**src/rtl/ifetch_pkg.sv**
```systemverilog
// Shared definitions for the instruction fetch sequencer: FSM encoding, default sizes
// and PC wrap arithmetic.
package ifetch_pkg;

    localparam int unsigned DefAddrW    = 8;
    localparam int unsigned DefDataW    = 8;
    localparam int unsigned DefMemDepth = 64;
    localparam int unsigned DefBootAddr = 0;

    typedef enum logic [1:0] {
        StIdle = 2'd0,
        StRun  = 2'd1,
        StHalt = 2'd2
    } state_e;

    // Next sequential PC inside [0, depth); wraps the last valid word back to 0.
    function automatic int unsigned pc_next(input int unsigned pc, input int unsigned depth);
        return (pc >= depth - 1) ? 0 : pc + 1;
    endfunction

endpackage

```
**src/rtl/ifetch_skid_buf.sv**
```systemverilog
// Two-entry valid/ready skid buffer with synchronous flush; registers the fetch output stream.
// Only built when IFETCH_OUTREG_EN is defined.
`ifdef IFETCH_OUTREG_EN
module ifetch_skid_buf #(
    parameter int unsigned WIDTH = 16
) (
    input  logic             clk,
    input  logic             rst_n,
    input  logic             flush,
    input  logic             in_valid,
    output logic             in_ready,
    input  logic [WIDTH-1:0] in_data,
    output logic             out_valid,
    input  logic             out_ready,
    output logic [WIDTH-1:0] out_data
);

    logic             v0_q, v1_q;
    logic [WIDTH-1:0] d0_q, d1_q;
    logic             push, pop;

    // Ready depends only on the skid slot, so it is a pure register output.
    assign in_ready  = ~v1_q;
    assign out_valid = v0_q;
    assign out_data  = d0_q;
    assign push      = in_valid & ~v1_q;
    assign pop       = v0_q & out_ready;

    always_ff @(posedge clk or negedge rst_n) begin
        if (!rst_n) begin
            v0_q <= 1'b0;
            v1_q <= 1'b0;
            d0_q <= '0;
            d1_q <= '0;
        end else if (flush) begin
            v0_q <= 1'b0;
            v1_q <= 1'b0;
        end else begin
            case ({push, pop})
                2'b01: begin
                    d0_q <= d1_q;
                    v0_q <= v1_q;
                    v1_q <= 1'b0;
                end
                2'b10: begin
                    if (!v0_q) begin
                        d0_q <= in_data;
                        v0_q <= 1'b1;
                    end else begin
                        d1_q <= in_data;
                        v1_q <= 1'b1;
                    end
                end
                2'b11: d0_q <= in_data;
                default: ;
            endcase
        end
    end

endmodule
`endif

```
**src/rtl/ifetch_sequencer.sv**
```systemverilog
// Fetch controller for a 1-cycle synchronous instruction memory: owns the PC, hands words to
// decode over valid/ready. Define IFETCH_OUTREG_EN for a registered (skid-buffered) output.
module ifetch_sequencer
    import ifetch_pkg::*;
#(
    parameter int unsigned ADDR_W    = DefAddrW,
    parameter int unsigned DATA_W    = DefDataW,
    parameter int unsigned MEM_DEPTH = DefMemDepth,
    parameter int unsigned BOOT_ADDR = DefBootAddr
) (
    input  logic              clk,
    input  logic              rst_n,
    input  logic              start,
    input  logic              halt_req,
    input  logic              redirect_valid,
    input  logic [ADDR_W-1:0] redirect_addr,
    output logic [ADDR_W-1:0] imem_addr,
    input  logic [DATA_W-1:0] imem_data,
    output logic              inst_valid,
    input  logic              inst_ready,
    output logic [DATA_W-1:0] inst_data,
    output logic [ADDR_W-1:0] inst_pc,
    output logic              busy,
    output logic              halted,
    output logic              fault
);

    localparam logic [ADDR_W-1:0] BootPc = ADDR_W'(BOOT_ADDR);

    state_e            state_q;
    logic [ADDR_W-1:0] pc_q;
    logic [ADDR_W-1:0] fetch_pc_q;
    logic              rd_pend_q;
    logic              fault_q;
    logic              busy_q;
    logic              halted_q;

    logic              run;
    logic              redirect_bad;
    logic              fetch_valid;
    logic              fetch_ready;
    logic              fetch_xfer;
    logic              fetch_stall;

    assign run          = (state_q == StRun);
    assign redirect_bad = 32'(redirect_addr) >= MEM_DEPTH;

    // A word is on imem_data whenever a read was issued last edge; a redirect squashes it.
    assign fetch_valid = run & rd_pend_q & ~redirect_valid;
    assign fetch_xfer  = fetch_valid & fetch_ready;
    assign fetch_stall = fetch_valid & ~fetch_ready;

    // While stalled, re-present the held word's address so memory keeps returning it.
    assign imem_addr = fetch_stall ? fetch_pc_q : pc_q;

    assign busy   = busy_q;
    assign halted = halted_q;
    assign fault  = fault_q;

    always_ff @(posedge clk or negedge rst_n) begin
        if (!rst_n) begin
            state_q    <= StIdle;
            pc_q       <= BootPc;
            fetch_pc_q <= '0;
            rd_pend_q  <= 1'b0;
            fault_q    <= 1'b0;
            busy_q     <= 1'b0;
            halted_q   <= 1'b0;
        end else begin
            case (state_q)
                StIdle, StHalt: begin
                    if (halt_req) begin
                        state_q  <= StHalt;
                        busy_q   <= 1'b0;
                        halted_q <= 1'b1;
                    end else if (start) begin
                        state_q   <= StRun;
                        pc_q      <= BootPc;
                        rd_pend_q <= 1'b0;
                        fault_q   <= 1'b0;
                        busy_q    <= 1'b1;
                        halted_q  <= 1'b0;
                    end
                end
                StRun: begin
                    if (halt_req) begin
                        state_q   <= StHalt;
                        rd_pend_q <= 1'b0;
                        busy_q    <= 1'b0;
                        halted_q  <= 1'b1;
                    end else if (redirect_valid) begin
                        rd_pend_q <= 1'b0;
                        if (redirect_bad) begin
                            state_q  <= StHalt;
                            fault_q  <= 1'b1;
                            busy_q   <= 1'b0;
                            halted_q <= 1'b1;
                        end else begin
                            pc_q <= redirect_addr;
                        end
                    end else if (fetch_xfer || !rd_pend_q) begin
                        // Memory samples pc_q at this edge; its word appears next cycle.
                        rd_pend_q  <= 1'b1;
                        fetch_pc_q <= pc_q;
                        pc_q       <= ADDR_W'(pc_next(32'(pc_q), MEM_DEPTH));
                    end
                end
                default: begin
                    state_q   <= StIdle;
                    rd_pend_q <= 1'b0;
                    busy_q    <= 1'b0;
                    halted_q  <= 1'b0;
                end
            endcase
        end
    end

`ifdef IFETCH_OUTREG_EN
    logic                     flush;
    logic                     sk_valid;
    logic [ADDR_W+DATA_W-1:0] sk_data;

    assign flush = run & (halt_req | redirect_valid);

    ifetch_skid_buf #(
        .WIDTH (ADDR_W + DATA_W)
    ) u_skid (
        .clk       (clk),
        .rst_n     (rst_n),
        .flush     (flush),
        .in_valid  (fetch_valid),
        .in_ready  (fetch_ready),
        .in_data   ({fetch_pc_q, imem_data}),
        .out_valid (sk_valid),
        .out_ready (inst_ready),
        .out_data  (sk_data)
    );

    assign inst_valid = sk_valid;
    assign inst_pc    = sk_data[ADDR_W+DATA_W-1:DATA_W];
    assign inst_data  = sk_valid ? sk_data[DATA_W-1:0] : '0;
`else
    assign fetch_ready = inst_ready;
    assign inst_valid  = fetch_valid;
    assign inst_pc     = fetch_pc_q;
    assign inst_data   = fetch_valid ? imem_data : '0;
`endif

endmodule

```
**config.mk**
```make
export PLATFORM = sky130hd
export DESIGN_NAME = ifetch_sequencer
export DESIGN_NICKNAME = d
export VERILOG_FILES = /design/src/rtl/ifetch_pkg.sv /design/src/rtl/ifetch_skid_buf.sv /design/src/rtl/ifetch_sequencer.sv
export SDC_FILE = /design/constraint.sdc
export NUM_CORES = 1
export LEC_CHECK = 0
export CORE_MARGIN = 8
export CORE_UTILIZATION = 44
export CTS_BUF_LIST = sky130_fd_sc_hd__clkbuf_4
export CTS_CLUSTER_SIZE = 16
export DETAILED_ROUTE_END_ITERATION = 8
export HOLD_SLACK_MARGIN = 0.02
export MAX_ROUTING_LAYER = met4
export PLACE_DENSITY = 0.82
export SLEW_MARGIN = 5
export SYNTH_ARGS = -nofsm -noshare
export SYNTH_HDL_FRONTEND = slang
export SYNTH_SLANG_ARGS = --single-unit
export TNS_END_PERCENT = 10
```
**constraint.sdc**
```tcl
create_clock -name clk -period 2.65 [get_ports clk]
set_input_delay 0.53 -clock clk [delete_from_list [all_inputs] [get_ports clk]]
set_output_delay 0.53 -clock clk [all_outputs]
set_load 0.005 [all_outputs]
```
==> qor.yml <==
synthTopCellsByArea: "dfrtp_1 (44%), mux2_2 (14%), and2_1 (5.2%)"
hold_violations: 0
end_kind: "output pin"
finalWorstPathRequiredPeriod_ns: 2.47
ff2ff_setup_slack_ns: 0.85
synth_top_area_share_pct: 43.7
worstPathArrival_ns: 1.94
ant_nets: 0
critPathKind: "reg -> out"
yosysTopAreaCell: "dfrtp_1"
grt_max_degree: 22
antenna_found_initial: 0
r2r_cells: 4
multi_input_area_um2: 639
worst_slew_margin_rel_pct: 46.9
drt_iter0_drc: 28
rows: 19
syn_area_um2: 1200
antennaDiodeCount: 0
area_delta_synth_final_pct: 50.8
fin_area_um2: 1810
gp_congestion: 0.863
io_buffers: 49
grt.total_usage_pct: 15.8
ys_warn_count: 0
total_power_uw: 648
initial_core_util_pct: 44.8
rsz0062_at_grt: "false"
syn-num-nets: 136
wl_per_cell_um: 16.9
yosysSeqAreaShare_pct: 43.7
place_hpwl_mm: 2.58
fillCellCount: 206
hold_class: "reg -> reg"
core-area_um2: 2690
cap_violations: 0
ys_seq_elements: 21
routed_wirelength_mm: 3.36
htree_levels: 1
dpl_cell_area_um2: 1760
drv_slew: 0
holdPathStages: 1
drc: 0
ctsRootBufferMaster: "clkbuf_4"
grt_pass1_wl_mm: 5.49
fin_worst_skew_ns: 0.00862
cp.required_ns: 2.12
cts_sinks: 21
die_width_um: 68.3
nets: 192
dr.pass1.iters: 4
outcome: "finished, final reports clean"
grt_pass1_vias: 1227
synth-main-ff-cell: "dfrtp_1"
yosysMostFrequentCell: "dfrtp_1"
worstHoldStart: "fault$_DFFE_PN0P_"
vias: 1102
synth.cells.most_frequent: "dfrtp_1 (21), mux2_2 (15), and2_1 (10)"
dieArea_um2: 4660
timing.rr.end: "inst_pc[3]$_DFFE_PN0P_"
clk_pin_slew_ns: 0.12
drive_gt1_share_pct: 18.5
syn_area_per_cell_um2: 10.6
min_to: "fault$_DFFE_PN0P_"
cts_buffer_depth: 2
worst-path-max-fanout: 9
ys_types: 35
clkLatencyLatePin_ns: 0.32
grt_remaining_overflow: 0
cts_tree: "yes"
p_per_area_nw_per_um2: 357
vias_per_cell: 5.54
r2r-start: "state_q[0]$_DFFE_PN0P_"
ir_worst_vdd_mv: 0.399
seqCellArea_um2: 526
max_freq_mhz: 405
ys_async_sr_fraction_pct: 100
p_leak_nw: 0.862
synth_edf_count: 0
fin_util_pct: 67.5
post-route-period-util_pct: 93.2
chipHeight_um: 68.3
syn_inst: 113
setup_viol: 0
cts_inserted_buffers: 3
io_pins: 50
startpoint_type: "flop"
worst_pin_slew_ns: 0.792
-- cells by family after synthesis --
kind of cell / after synthesis / share of synthesized area, %
adder cells (fa/ha/maj): 1 / 1.04
AND/OR/NAND/NOR: 39 / 18.4
buffers and inverters: 9 / 3.75
multiplexers: 19 / 17.8
flip-flops: 21 / 43.7
AO/OA/AOI/OAI: 24 / 15.3
-- flip-flops by register name, indices dropped and copies added, names as in the netlist --
signal	count
inst_pc	8
pc_q	8
state_q	2
busy	1
fault	1
rd_pend_q	1
-- worst max-delay path by stage --
| stage | start | end | cells after the start |
|---|---|---|---|
| finish | state_q[1]$_DFFE_PN0P_ | inst_data[6] | 4 |
| global route | state_q[1]$_DFFE_PN0P_ | inst_data[2] | 4 |
| detailed placement | redirect_valid | imem_addr[4] | 6 |
| global placement | redirect_valid | imem_addr[4] | 6 |
| CTS | redirect_valid | imem_addr[2] | 6 |
| floorplan | redirect_valid | imem_addr[0] | 5 |
-- placed cells by master (no fill, tap or decap), types with 2 or more instances in the layout --
| cell type | n |
|---|---|
| nand3_1 | 5 |
| nor2_1 | 6 |
| o21ai_0 | 3 |
| and2_1 | 10 |
| inv_1 | 4 |
| nand2b_1 | 2 |
| a22oi_1 | 2 |
| a21oi_1 | 4 |
| clkdlybuf4s50_1 | 37 |
| nand2_1 | 7 |
| buf_4 | 5 |
| dlymetal6s2s_1 | 4 |
| clkdlybuf4s15_1 | 6 |
| clkbuf_4 | 3 |
| mux2_1 | 4 |
| o2bb2ai_1 | 3 |
| dfrtp_1 | 21 |
| mux2_2 | 15 |
| dlygate4sd2_1 | 2 |
| o211ai_1 | 3 |
-- critical path, stage by stage, from the launching register on --
cell and delay, ns:
dfrtp_1 0.48, and4bb_2 0.39, buf_6 0.14, and2_1 0.12, clkdlybuf4s50_1 0.50
-- where the power goes --
group / switching (mW) / internal, mW
clock network: 0.108 / 0.0567
registers: 0.0196 / 0.336
logic: 0.0482 / 0.0795
total: 0.176 / 0.472
-- repair_timing --
action,CTS,global route
resized for setup,11,9
setup buffers,0,1
pin swaps,0,1
setup endpoints to repair,8,9
hold buffers,0,0
-- metal layers --
layer / up-vias / global-route usage (%) / share of wire, %
met5: - / - / 0
met1: 525 / 15.6 / 37
li1: 519 / - / -
met3: 9 / 5.07 / 11
met2: 49 / 27.3 / 49
met4: 0 / 8.18 / 2.6
-- cell type report --
class | count | share of cell area [%]
clock inverters | 1 | 0.276
well taps | 31 | 2.14
multi-input cells | 83 | 35.3
flip-flops and latches | 21 | 29.0
clock buffers | 3 | 1.24
inverters | 4 | 0.828
repair buffers | 56 | 31.3
-- per-stage QoR --
stage / hold slack, ns / setup TNS, ns / std cells / setup WS, ns
floorplan: 0.234 / 0 / 113 / 0.522
global placement: 0.472 / -1.33 / 194 / -0.171
detailed placement: 0.480 / -1.44 / 194 / -0.196
CTS: 0.509 / 0 / 198 / 0.00208
global route: 0.537 / 0 / 199 / 0.0848
finish: 0.502 / 0 / 199 / 0.179
No activity file was read; power rests on OpenSTA's default activity.
